==> src/rtl/fetch_ctrl_pkg.sv <==
// Shared types and constants for the instruction-fetch sequencing controller.
package fetch_ctrl_pkg;

   typedef enum logic [1:0] {
      IDLE       = 2'd0,
      FETCH      = 2'd1,
      WAIT_REDIR = 2'd2,
      ERROR      = 2'd3
   } state_e;

   localparam logic PCSEL_SEQ = 1'b0;
   localparam logic PCSEL_TGT = 1'b1;

   localparam int TIMEOUT_DEFAULT = 16;
   localparam int CNT_W_DEFAULT   = 16;

endpackage

==> src/rtl/fetch_ctrl_redirect_prio.sv <==
// Combinational redirect arbiter: jump-register beats jump, jump beats branch.
module fetch_ctrl_redirect_prio
   import fetch_ctrl_pkg::*;
(
   input  logic        jr,
   input  logic        j,
   input  logic        z,
   input  logic [31:0] jr_addr,
   input  logic [31:0] jump_addr,
   input  logic [31:0] branch_addr,
   output logic        redir,
   output logic [31:0] live_tgt
);

   always_comb begin
      redir    = jr | j | z;
      live_tgt = branch_addr;
      if (jr) begin
         live_tgt = jr_addr;
      end else if (j) begin
         live_tgt = jump_addr;
      end
   end

endmodule

==> src/rtl/fetch_ctrl.sv <==
// Fetch-stage sequencer: PC advance/hold/redirect, IF/ID load/hold/flush,
// multi-cycle imem handshake with pending-redirect capture and timeout.
module fetch_ctrl
   import fetch_ctrl_pkg::*;
#(
   parameter int TIMEOUT = TIMEOUT_DEFAULT,
   parameter int CNT_W   = CNT_W_DEFAULT
) (
   input  logic             clk,
   input  logic             reset,
   input  logic             Z,
   input  logic             J,
   input  logic             JR,
   input  logic [31:0]      BranchAddr,
   input  logic [31:0]      JumpAddr,
   input  logic [31:0]      JrAddr,
   input  logic             LoadUse,
   input  logic             imem_ready,
   output logic             imem_req,
   output logic             PC_IFWrite,
   output logic             PCSel,
   output logic [31:0]      Target_pc,
   output logic             IFID_Write,
   output logic             IFID_Flush,
   output logic             fetch_err,
   output logic [CNT_W-1:0] stall_cycles
);

   localparam int WAIT_W = (TIMEOUT > 2) ? $clog2(TIMEOUT) : 1;
   localparam logic [WAIT_W-1:0] WAIT_LAST = WAIT_W'(TIMEOUT - 1);

   state_e            state_q, state_d;
   logic [31:0]       pend_addr_q, pend_addr_d;
   logic [WAIT_W-1:0] wait_cnt_q, wait_cnt_d;
   logic [CNT_W-1:0]  stall_q, stall_d;
   logic              fetch_err_q, fetch_err_d;

   logic              redir;
   logic [31:0]       live_tgt;

   fetch_ctrl_redirect_prio u_prio (
      .jr          (JR),
      .j           (J),
      .z           (Z),
      .jr_addr     (JrAddr),
      .jump_addr   (JumpAddr),
      .branch_addr (BranchAddr),
      .redir       (redir),
      .live_tgt    (live_tgt)
   );

   always_comb begin
      state_d     = state_q;
      pend_addr_d = pend_addr_q;
      wait_cnt_d  = wait_cnt_q;
      imem_req    = 1'b0;
      PC_IFWrite  = 1'b0;
      PCSel       = PCSEL_SEQ;
      Target_pc   = '0;
      IFID_Write  = 1'b0;
      IFID_Flush  = 1'b0;

      case (state_q)
         IDLE: begin
            IFID_Flush = 1'b1;
            wait_cnt_d = '0;
            state_d    = FETCH;
         end
         FETCH: begin
            imem_req = 1'b1;
            if (imem_ready) begin
               // A redirect outranks LoadUse because the branch is the older instruction.
               if (redir) begin
                  PC_IFWrite = 1'b1;
                  PCSel      = PCSEL_TGT;
                  Target_pc  = live_tgt;
                  IFID_Flush = 1'b1;
               end else if (!LoadUse) begin
                  PC_IFWrite = 1'b1;
                  IFID_Write = 1'b1;
               end
            end else if (redir) begin
               pend_addr_d = live_tgt;
               IFID_Flush  = 1'b1;
               state_d     = WAIT_REDIR;
            end else if (!LoadUse) begin
               IFID_Flush = 1'b1;
            end
         end
         WAIT_REDIR: begin
            imem_req   = 1'b1;
            Target_pc  = pend_addr_q;
            IFID_Flush = 1'b1;
            if (imem_ready) begin
               PC_IFWrite = 1'b1;
               PCSel      = PCSEL_TGT;
               state_d    = FETCH;
            end
         end
         default: begin
            IFID_Flush = 1'b1;
         end
      endcase

      // Timeout overrides any other transition once memory has been silent too long.
      if (imem_req) begin
         if (imem_ready) begin
            wait_cnt_d = '0;
         end else if (wait_cnt_q == WAIT_LAST) begin
            state_d = ERROR;
         end else begin
            wait_cnt_d = wait_cnt_q + 1'b1;
         end
      end
   end

   always_comb begin
      stall_d = stall_q;
      if ((state_q == FETCH || state_q == WAIT_REDIR) && !PC_IFWrite && (stall_q != '1)) begin
         stall_d = stall_q + 1'b1;
      end
      fetch_err_d = fetch_err_q | (state_d == ERROR);
   end

   always_ff @(posedge clk or negedge reset) begin
      if (!reset) begin
         state_q     <= IDLE;
         pend_addr_q <= '0;
         wait_cnt_q  <= '0;
         stall_q     <= '0;
         fetch_err_q <= 1'b0;
      end else begin
         state_q     <= state_d;
         pend_addr_q <= pend_addr_d;
         wait_cnt_q  <= wait_cnt_d;
         stall_q     <= stall_d;
         fetch_err_q <= fetch_err_d;
      end
   end

   assign fetch_err    = fetch_err_q;
   assign stall_cycles = stall_q;

endmodule

==> config.mk <==
export PLATFORM = sky130hd
export DESIGN_NAME = fetch_ctrl
export DESIGN_NICKNAME = d
export VERILOG_FILES = /design/src/rtl/fetch_ctrl_pkg.sv /design/src/rtl/fetch_ctrl_redirect_prio.sv /design/src/rtl/fetch_ctrl.sv
export SDC_FILE = /design/constraint.sdc
export NUM_CORES = 1
export LEC_CHECK = 0
export CORE_MARGIN = 2
export CORE_UTILIZATION = 30
export DETAILED_ROUTE_END_ITERATION = 10
export GPL_ROUTABILITY_DRIVEN = 0
export GPL_TIMING_DRIVEN = 0
export MAX_ROUTING_LAYER = met4
export PLACE_DENSITY = 0.68
export SLEW_MARGIN = 10
export SYNTH_ARGS = -nofsm -noshare
export SYNTH_HDL_FRONTEND = slang
export SYNTH_SLANG_ARGS = --single-unit
==> constraint.sdc <==
create_clock -name clk -period 2.8 [get_ports clk]
set_clock_uncertainty 0.2 [all_clocks]
set_input_delay 0.56 -clock clk [delete_from_list [all_inputs] [get_ports clk]]
set_output_delay 0.56 -clock clk [all_outputs]
set_load 0.005 [all_outputs]
### Yosys cells after proc, flatten, opt, wreduce, memory -nomap -nowiden

Index checks and enable logic that the tools add are counted.

| cells by class | value |
|---|---|
| reduce and logical (&&, ||, !) cells | 7 |
| add/sub/neg operators | 2 |
| mux-type cells | 30 |
| bitwise logic cells | 4 |
| eq/ne operators | 5 |

Operator list:

| kind | number |
|---|---|
| 32-bit 2-to-1 mux | 4 |
| 32-bit one-hot mux with 2 select lines | 1 |
| 16-bit by 1-bit adder with 16-bit output, second input constant | 1 |
| 4-bit 2-to-1 mux | 4 |
| 16-bit != test, second input constant | 1 |
| 1-bit 2-to-1 mux | 12 |
| 2-bit 2-to-1 mux | 6 |
| 2-bit one-hot mux with 3 select lines | 1 |
| 4-bit by 1-bit adder with 4-bit output, second input constant | 1 |
| 2-bit == test, second input constant | 2 |
| 4-bit == test, second input constant | 1 |
| 1-bit one-hot mux with 2 select lines | 2 |
| 1-bit bitwise OR | 3 |
| 3-bit AND reduction | 1 |
| 2-bit by 1-bit == test with 1-bit output, second input constant | 1 |
| 1-bit logical AND | 2 |
| 2-bit zero test | 1 |
| 2-bit OR reduction | 1 |
| 1-bit zero test | 1 |
| 1-bit logical OR | 1 |
| 1-bit NOT | 1 |

| storage, ports and cells | value |
|---|---|
| output and inout port bits | 54 |
| register bits | 55 |
| input bits | 103 |
| logic and storage cells | 53 |

### Longest topological paths before layout

Gate-level depths: netlist of run 1.

| depth | value |
|---|---|
| word-level depth | 10 |
| mapped depth | 8 |
| gate-level depth less buffers | 6 |

### Cells and area by module

Synthesis of run 1 repeated with hierarchy kept, for this count alone.

| unflattened totals | value |
|---|---|
| cell total of the unflattened synthesis | 388 |
| area total of the unflattened synthesis | 3769.9 sq um |

Modules (own cells, without submodules):

| module | area an instance (sq um) | seq. area each (sq um) | cells each | times used |
|---|---|---|---|---|
| fetch_ctrl | 3057.9 | 1376.3 | 280 | 1 |
| fetch_ctrl_redirect_prio | 711.9 | 0.0 | 108 | 1 |

### Worst setup path before layout of run 1

OpenSTA, ideal clock, no wires.

| path | value |
|---|---|
| path kind | register to output |
| start point | register state_q[1] |
| end point | output Target_pc[13] |
| required time | 2.040 ns |
| data arrival time | 1.498 ns |
| slack | 0.542 ns |
| stages on the path, launching flop included | 9 |
| path buffers | 2 |
| path through | dfrtp_1 > inv_1 > ha_1 > clkbuf_2 > nand2_1 > nor2_1 > buf_2 > a22oi_1 > nor2b_1 |

| on the way | value |
|---|---|
| word-level cells in the longest chain between the ends | 2 |
| elaborated cells on any way between the ends | 3 |
| those cells by class | eq/ne (2); mux (1) |

RTL lines:

| element | line | source |
|---|---|---|
| from (decl) | fetch_ctrl.sv:32 | `state_e state_q, state_d;` |
| from (signal assigned) | fetch_ctrl.sv:133 | `state_q <= state_d;` |
| 2-bit == test or 2-bit by 1-bit == test with 1-bit output (tied branches) | fetch_ctrl.sv:63 | `case (state_q)` |
| 32-bit one-hot mux with 2 select lines (*) | fetch_ctrl.sv:63 |  |
| to (decl) | fetch_ctrl.sv:22 | `output logic [31:0] Target_pc,` |

Mark *: on every way between the ends. The rest lies on a longest branch, timed or not.

### Final worst setup path of run 1

| path | value |
|---|---|
| start point | register state_q[1] |
| end point | output Target_pc[30] |

Same word-level chain as after synthesis.

==> metrics.log, run 1 <==
[metrics] antenna violations before repair: 0
[metrics] total number of yosys warnings: 0
[metrics] main combinational cell family by area after synthesis: multiplexers
[metrics] First-pass DRT Iterations: 4
[metrics] max_slew headroom: 0.5589
[metrics] wire length reported by the detailed router: between 10 and 15 mm
[metrics] area delta synth->final: 54.07%
[metrics] number of enable flip-flop cells after synthesis: 0
[metrics] worst endpoint required time: 2.04 ns
[metrics] cell with the most instances after synthesis: dfrtp_1
[metrics] clock insertion delay at the later pin of the skew report: between 0.2 and 0.3 ns
[metrics] launch point of the worst path: state_q[1]$_DFF_PN0_
[metrics] upper clock frequency limit: about 360 MHz
[metrics] number of hold violations in the final report: 0
[metrics] area fraction in and, or, nand and nor cells after synthesis: 0.1799
[metrics] root buffer selected by CTS: clkbuf_16
[metrics] share of synthesized area occupied by flip-flops and latches: 0.3658
[metrics] dominant cells by area after synthesis: dfrtp_1, mux2_2, mux2i_1, a22oi_1, nor2b_1
[metrics] synthesized flop and latch total: 55
[metrics] via density per instance: ~4.9
[metrics] cell total after placement: 710
[metrics] H-tree level count: 2
[metrics] Critical Path Start Type: flop
[metrics] unrepaired setup endpoints after global routing: true
[metrics] average wire per standard cell: around 16 um
[metrics] number of global-route vias before repair: about 3,600
[metrics] share of the synthesized area in the top cell type: 0.3658
[metrics] total overflow reported by the global router: 0
[metrics] share of final-layout standard cells stronger than drive strength 1: 0.2288
[metrics] die extent in y: 116.0 um
[metrics] PortBufs: between 150 and 200
[metrics] Clock Sink Count: 55
[metrics] Leak: around 0.0025 uW
[metrics] Mapped Cells: slightly below 400
[metrics] run status: finished, final reports clean
[metrics] Crit-path slowest cell: dfrtp_1
[metrics] Period minus WS final: roughly 2.8 ns
[metrics] final number of setup-violating endpoints: 0
[metrics] antenna diode instance count: 0
[metrics] period utilization: 0.9950
[metrics] clock buffer count from CTS: 5
[metrics] number of nets in the synthesized netlist: a little under 500
[metrics] count of buffer and inverter cells on the critical path: 5
[metrics] pin count of the biggest net entering global routing: 30
[metrics] gate family responsible for the most delay along the worst path: buffers and inverters
[metrics] total of fill cells in the finished design: approximately 1,200
[metrics] capturing element of the worst setup path: Target_pc[30]
[metrics] fraction of the mapped netlist area in compound gates: 0.1666
[metrics] total power divided by cell area: 703.9 nW/um^2
[metrics] # hold bufs at CTS: 0
[metrics] worst min path class: in2async
[metrics] placeable core area: between 10,000 and 15,000 sq um
[metrics] number of nets in the final layout: around 660
[metrics] worst reg2reg path depth: 6
[metrics] origin of the critical flop-to-flop path: state_q[0]$_DFF_PN0_
[metrics] post-synthesis share of cell area spent on full adders, half adders and majority gates: 0.01995
[metrics] netlist area before placement: between 3000 and 4000 sq um
[metrics] effective utilization at floorplan: 0.3106
[metrics] clock tree from TritonCTS: built
[metrics] x dimension of the die: around 120 um
[metrics] DRC violations left: 0
[metrics] leading cell types by count after synthesis: dfrtp_1, nand2_1, o21ai_0
[metrics] Tightest Pin Transition: 0.6617 ns
[metrics] Register-to-Register Setup Slack: approximately 0.6 ns
[metrics] CP endpoint kind: output port
[metrics] data arrival at the endpoint of the critical path: between 2 and 2.5 ns
[metrics] maximum fanout along the worst path: 10
[metrics] number of library cell types mapped by synthesis: 51
[metrics] count of pins on the block boundary: between 150 and 200
[metrics] portion of netlist area occupied by mux cells: 0.1869
[metrics] half-perimeter wire length after detailed placement: 8.866 mm
[metrics] Row Count: 40
[metrics] Min Hold Slack: ~0.094 ns
[metrics] critical path class: reg2out
[metrics] post-synthesis cell type with the largest combined area: dfrtp_1
[metrics] First DRT Iteration DRCs: approximately 100
[metrics] Clock Tree Buf Depth: 2
[metrics] XOR/XNOR share of the synthesized area: 0.03492
[metrics] Worst IR Drop VDD: between 0.0003 and 0.0004 V
[metrics] Post-synth ARST share: 1.000
[metrics] Via Count: between 3,000 and 4,000
[metrics] synthesized area per cell: between 9 and 10 sq um
[metrics] wire length of the first global-routing pass: around 18 mm
[metrics] delay of the slowest cell on the worst path: 0.39 ns
[metrics] Post-Layout Cell Count: 723
[metrics] count of antenna-violating nets left after detailed routing: 0
[metrics] global-route total usage across every layer: 0.1719
[metrics] critical-path cell list: inv_2, ha_2, clkbuf_8, nand2_4, nor2_4, buf_6, buf_4, a22oi_1, nor2b_1, clkdlybuf4s15_2
[metrics] clock transition at the registers of the reported paths: 0.08 ns
[metrics] final-report max-slew violation count: 0
[metrics] die area: ~13,000 sq um
[metrics] primary flip-flop cell chosen by synthesis mapping: dfrtp_1
[metrics] maximum capacitance violations: 0
[metrics] WP depth: 10
[metrics] destination of the worst register-to-register timing path: stall_cycles[11]$_DFFE_PN0P_
-- sequential cells by signal, indices dropped and copies added (netlist names) --
| signal | count |
|---|---|
| stall_cycles | 16 |
| state_q | 2 |
| pend_addr_q | 32 |
| wait_cnt_q | 4 |
| fetch_err | 1 |
-- worst reg2reg max path: cells and delay by family, from the launching register on --
kind	cells	cell delay, ns
compound gates	2	0.55
fa+ha+maj	1	0.30
buf+inv	1	0.09
flops	1	0.40
mux	1	0.36
simple gates	1	0.21
-- through the flow --
step / total power (uW) / TNS (ns) / cell area (sq um) / worst slack [ns] / util
floorplan: 2449 / 0 / 3762 / 0.5415 / -
global placement: 3232 / -77.30 / 5514 / -1.121 / 0.4553
detailed placement: 3315 / -39.06 / 5529 / -1.144 / 0.4565
CTS: 4067 / -0.1258 / 5832 / -0.06395 / 0.4815
global route: 4359 / -0.8574 / 5797 / -0.06796 / 0.4786
finish: 4081 / 0 / 5797 / 0.01412 / 0.4786
-- cells in the final DEF (no fill, tap or decap), types with 6 or more instances in the layout --
cell and n:
a211oi_1 7, a22oi_1 29, buf_2 13, buf_4 8
clkbuf_2 12, clkbuf_4 6, clkdlybuf4s15_1 6, clkdlybuf4s50_1 118
dfrtp_1 55, dlygate4sd2_1 7, inv_1 6, mux2_2 34
mux2i_1 32, nand2_1 44, nor2b_1 33, o21ai_0 35
xor2_1 13
-- metal layers --
metal | track usage | vias to the layer above | share of wire
met5 | - | - | 0
met4 | 0.03175 | 0 | 0.0091
met3 | 0.03033 | 10 | 0.056
met2 | 0.2982 | 102 | 0.50
met1 | 0.2121 | 1728 | 0.44
li1 | - | 1732 | -
-- area by class of cell --
type / count / area (sq um) / area share
buffer: 24 / 207.7 / 0.03583
clock buffer: 6 / 128.9 / 0.02223
clock inverter: 2 / 16.27 / 0.002806
inverter: 8 / 30.03 / 0.005180
multi-input combinational: 297 / 2300 / 0.3967
sequential: 55 / 1376 / 0.2374
tap: 168 / 210.2 / 0.03626
timing repair buffer: 163 / 1528 / 0.2635
-- worst min path at each step --
| stage | from | endpoint | slack (ns) |
|---|---|---|---|
| after detailed placement | fetch_err$_DFF_PN0_ | fetch_err$_DFF_PN0_ | 0.29 |
| after floorplan | reset | fetch_err$_DFF_PN0_ | 0.06 |
| after global routing | reset | stall_cycles[12]$_DFFE_PN0P_ | 0.15 |
| after CTS | reset | stall_cycles[12]$_DFFE_PN0P_ | 0.12 |
| final | reset | stall_cycles[12]$_DFFE_PN0P_ | 0.09 |
| after global placement | fetch_err$_DFF_PN0_ | fetch_err$_DFF_PN0_ | 0.27 |
-- timing repair --
| item | in CTS | in global routing |
|---|---|---|
| hold endpoints to repair | 0 | 0 |
| pin swaps | 2 | 4 |
| buffers inserted | 8 | 0 |
| gates resized for setup | 123 | 35 |
| setup endpoints to repair | 36 | 30 |
-- logic make-up (layout without fill, tap and decap cells) --
kind of cell    count (synthesis)  after routing
xor+xnor                       15             15
simple gates                  115            115
flops                          55             55
buf+inv                        35            203
mux                            66             66
compound gates                 95             95
fa+ha+maj                       6              6
-- power breakdown --
group	total, uW	switching (uW)	internal [uW]	leakage [uW]
combinational	2140	956	1180	0.00173
sequential	1310	209	1100	0.000679
clock	632	295	336	0.0000675
(Power assumes the default switching activity.)
==> inputs of run 2 (changes only) <==
--- a/config.mk
+++ b/config.mk
@@ -7,6 +7,8 @@
 export LEC_CHECK = 0
 export CORE_MARGIN = 2
 export CORE_UTILIZATION = 30
+export CTS_BUF_LIST = sky130_fd_sc_hd__clkbuf_16
+export CTS_CLUSTER_SIZE = 14
 export DETAILED_ROUTE_END_ITERATION = 10
 export GPL_ROUTABILITY_DRIVEN = 0
 export GPL_TIMING_DRIVEN = 0
==> metrics.log, run 2 (synthesized netlist as in run 1, its figures left out) <==
[metrics] upper clock frequency limit: 359.0 MHz
[metrics] count of pins on the block boundary: 157
[metrics] count of buffer and inverter cells on the critical path: 5
[metrics] number of nets in the final layout: about 660
[metrics] placeable core area: ~12,000 sq um
[metrics] Crit-path slowest cell: dfrtp_1
[metrics] total overflow reported by the global router: 0
[metrics] die area: around 13,000 sq um
[metrics] half-perimeter wire length after detailed placement: between 8 and 9 mm
[metrics] maximum capacitance violations: 0
[metrics] x dimension of the die: approximately 120 um
[metrics] Leak: 0.002482 uW
[metrics] # hold bufs at CTS: 0
[metrics] data arrival at the endpoint of the critical path: 2.03 ns
[metrics] via density per instance: slightly below 5
[metrics] period utilization: 0.9950
[metrics] worst endpoint required time: roughly 2 ns
[metrics] antenna violations before repair: 0
[metrics] cell total after placement: 710
[metrics] wire length reported by the detailed router: about 12 mm
[metrics] unrepaired setup endpoints after global routing: true
[metrics] area delta synth->final: 54.07%
[metrics] number of global-route vias before repair: approximately 3,600
[metrics] Clock Sink Count: between 50 and 60
[metrics] Period minus WS final: approximately 2.8 ns
[metrics] register containing the most flip-flops in the final layout: pend_addr_q
[metrics] Post-Layout Cell Count: slightly above 700
[metrics] setup TNS after final layout: 0 ns
[metrics] clock transition at the registers of the reported paths: about 0.08 ns
[metrics] Row Count: 40
[metrics] root buffer selected by CTS: clkbuf_16
[metrics] pin count of the biggest net entering global routing: 30
[metrics] H-tree level count: 2
[metrics] share of final-layout standard cells stronger than drive strength 1: 0.2288
[metrics] worst min path class: in2async
[metrics] Clock Tree Buf Depth: 2
[metrics] Critical Path Start Type: flop
[metrics] run status: finished, final reports clean
[metrics] Via Count: ~3,600
[metrics] Min Hold Slack: roughly 0.094 ns
[metrics] clock buffer count from CTS: 5
[metrics] final number of setup-violating endpoints: 0
[metrics] wire length of the first global-routing pass: about 18 mm
[metrics] clock insertion delay at the later pin of the skew report: approximately 0.29 ns
[metrics] maximum fanout along the worst path: 10
[metrics] gate family responsible for the most delay along the worst path: buffers and inverters
[metrics] average wire per standard cell: 16.18 um
[metrics] number of flip-flops in the largest register: 32
[metrics] critical-path cell list: inv_2, ha_2, clkbuf_8, nand2_4, nor2_4, buf_6, buf_4, a22oi_1, nor2b_1, clkdlybuf4s15_2
[metrics] count of antenna-violating nets left after detailed routing: 0
[metrics] commonest non-fill, non-tap cells in the layout: clkdlybuf4s50_1, dfrtp_1, nand2_1
[metrics] global-route total usage across every layer: 0.1719
[metrics] max_slew headroom: 0.5589
[metrics] clock tree from TritonCTS: built
[metrics] Worst IR Drop VDD: approximately 0.00032 V
[metrics] DRC violations left: 0
[metrics] die extent in y: between 100 and 150 um
[metrics] First-pass DRT Iterations: 4
[metrics] most common cell after layout, fill and taps aside: clkdlybuf4s50_1
[metrics] critical path class: reg2out
[metrics] Final Cell Area: roughly 5800 sq um
[metrics] total of fill cells in the finished design: between 1,000 and 1,500
[metrics] antenna diode instance count: 0
[metrics] PortBufs: 154
[metrics] First DRT Iteration DRCs: between 100 and 150
[metrics] total power divided by cell area: ~700 nW/um^2
[metrics] number of hold violations in the final report: 0
[metrics] effective utilization at floorplan: 0.3106
[metrics] Tightest Pin Transition: ~0.66 ns
[metrics] final standard cell utilization of the core: 0.4786
[metrics] area of placed instances: around 5500 sq um
[metrics] CP endpoint kind: output port
[metrics] delay of the slowest cell on the worst path: 0.39 ns
[metrics] final-report max-slew violation count: 0
==> run 2: area by class of cell <==
cell class,instances,area [sq um],area share
sequential,55,1376,0.2374
multi-input combinational,297,2300,0.3967
clock buffer,5,125.1,0.02158
timing repair buffer,163,1528,0.2635
inverter,8,30.03,0.005180
buffer,24,207.7,0.03583
tap,168,210.2,0.03626
clock inverter,3,20.02,0.003453
==> run 2: final timing paths <==
check	startpoint	to	slack (ns)	depth (start not counted)
max	state_q[1]$_DFF_PN0_	Target_pc[30]	0.01	10
min	reset	stall_cycles[12]$_DFFE_PN0P_	0.09	1
max reg2reg	state_q[0]$_DFF_PN0_	stall_cycles[11]$_DFFE_PN0P_	0.60	6
min reg2reg	fetch_err$_DFF_PN0_	fetch_err$_DFF_PN0_	0.30	2
max in group asynchronous	reset	pend_addr_q[18]$_DFFE_PN0P_	1.71	2
min in group clk	fetch_err$_DFF_PN0_	fetch_err$_DFF_PN0_	0.30	2
==> run 2: report_power, final <==
| part | switching (uW) | leakage (uW) | internal (uW) |
|---|---|---|---|
| clock network | 296 | 0.0000716 | 333 |
| registers | 209 | 0.000679 | 1100 |
| logic | 956 | 0.00173 | 1180 |
| total | 1460 | 0.00248 | 2620 |
==> run 2: repair_timing <==
action,4_1_cts,5_1_grt
setup buffers,8,0
pin swaps,2,4
endpoints found under the setup margin,36,30
resized for setup,123,35
gates cloned,0,0
==> run 2: through the flow <==
stage                     total power, uW  worst slack, ns
after global placement               3232           -1.121
after CTS                            4063         -0.06395
after global routing                 4355         -0.06796
final                                4077          0.01412
after floorplan                      2449           0.5415
after detailed placement             3315           -1.144
==> run 2: metal layers <==
layer	share of wire	vias to the layer above	track usage
met5	0	-	-
met4	0.0091	0	0.03175
met3	0.056	10	0.03033
met2	0.50	102	0.2982
met1	0.44	1728	0.2121
li1	-	1732	-
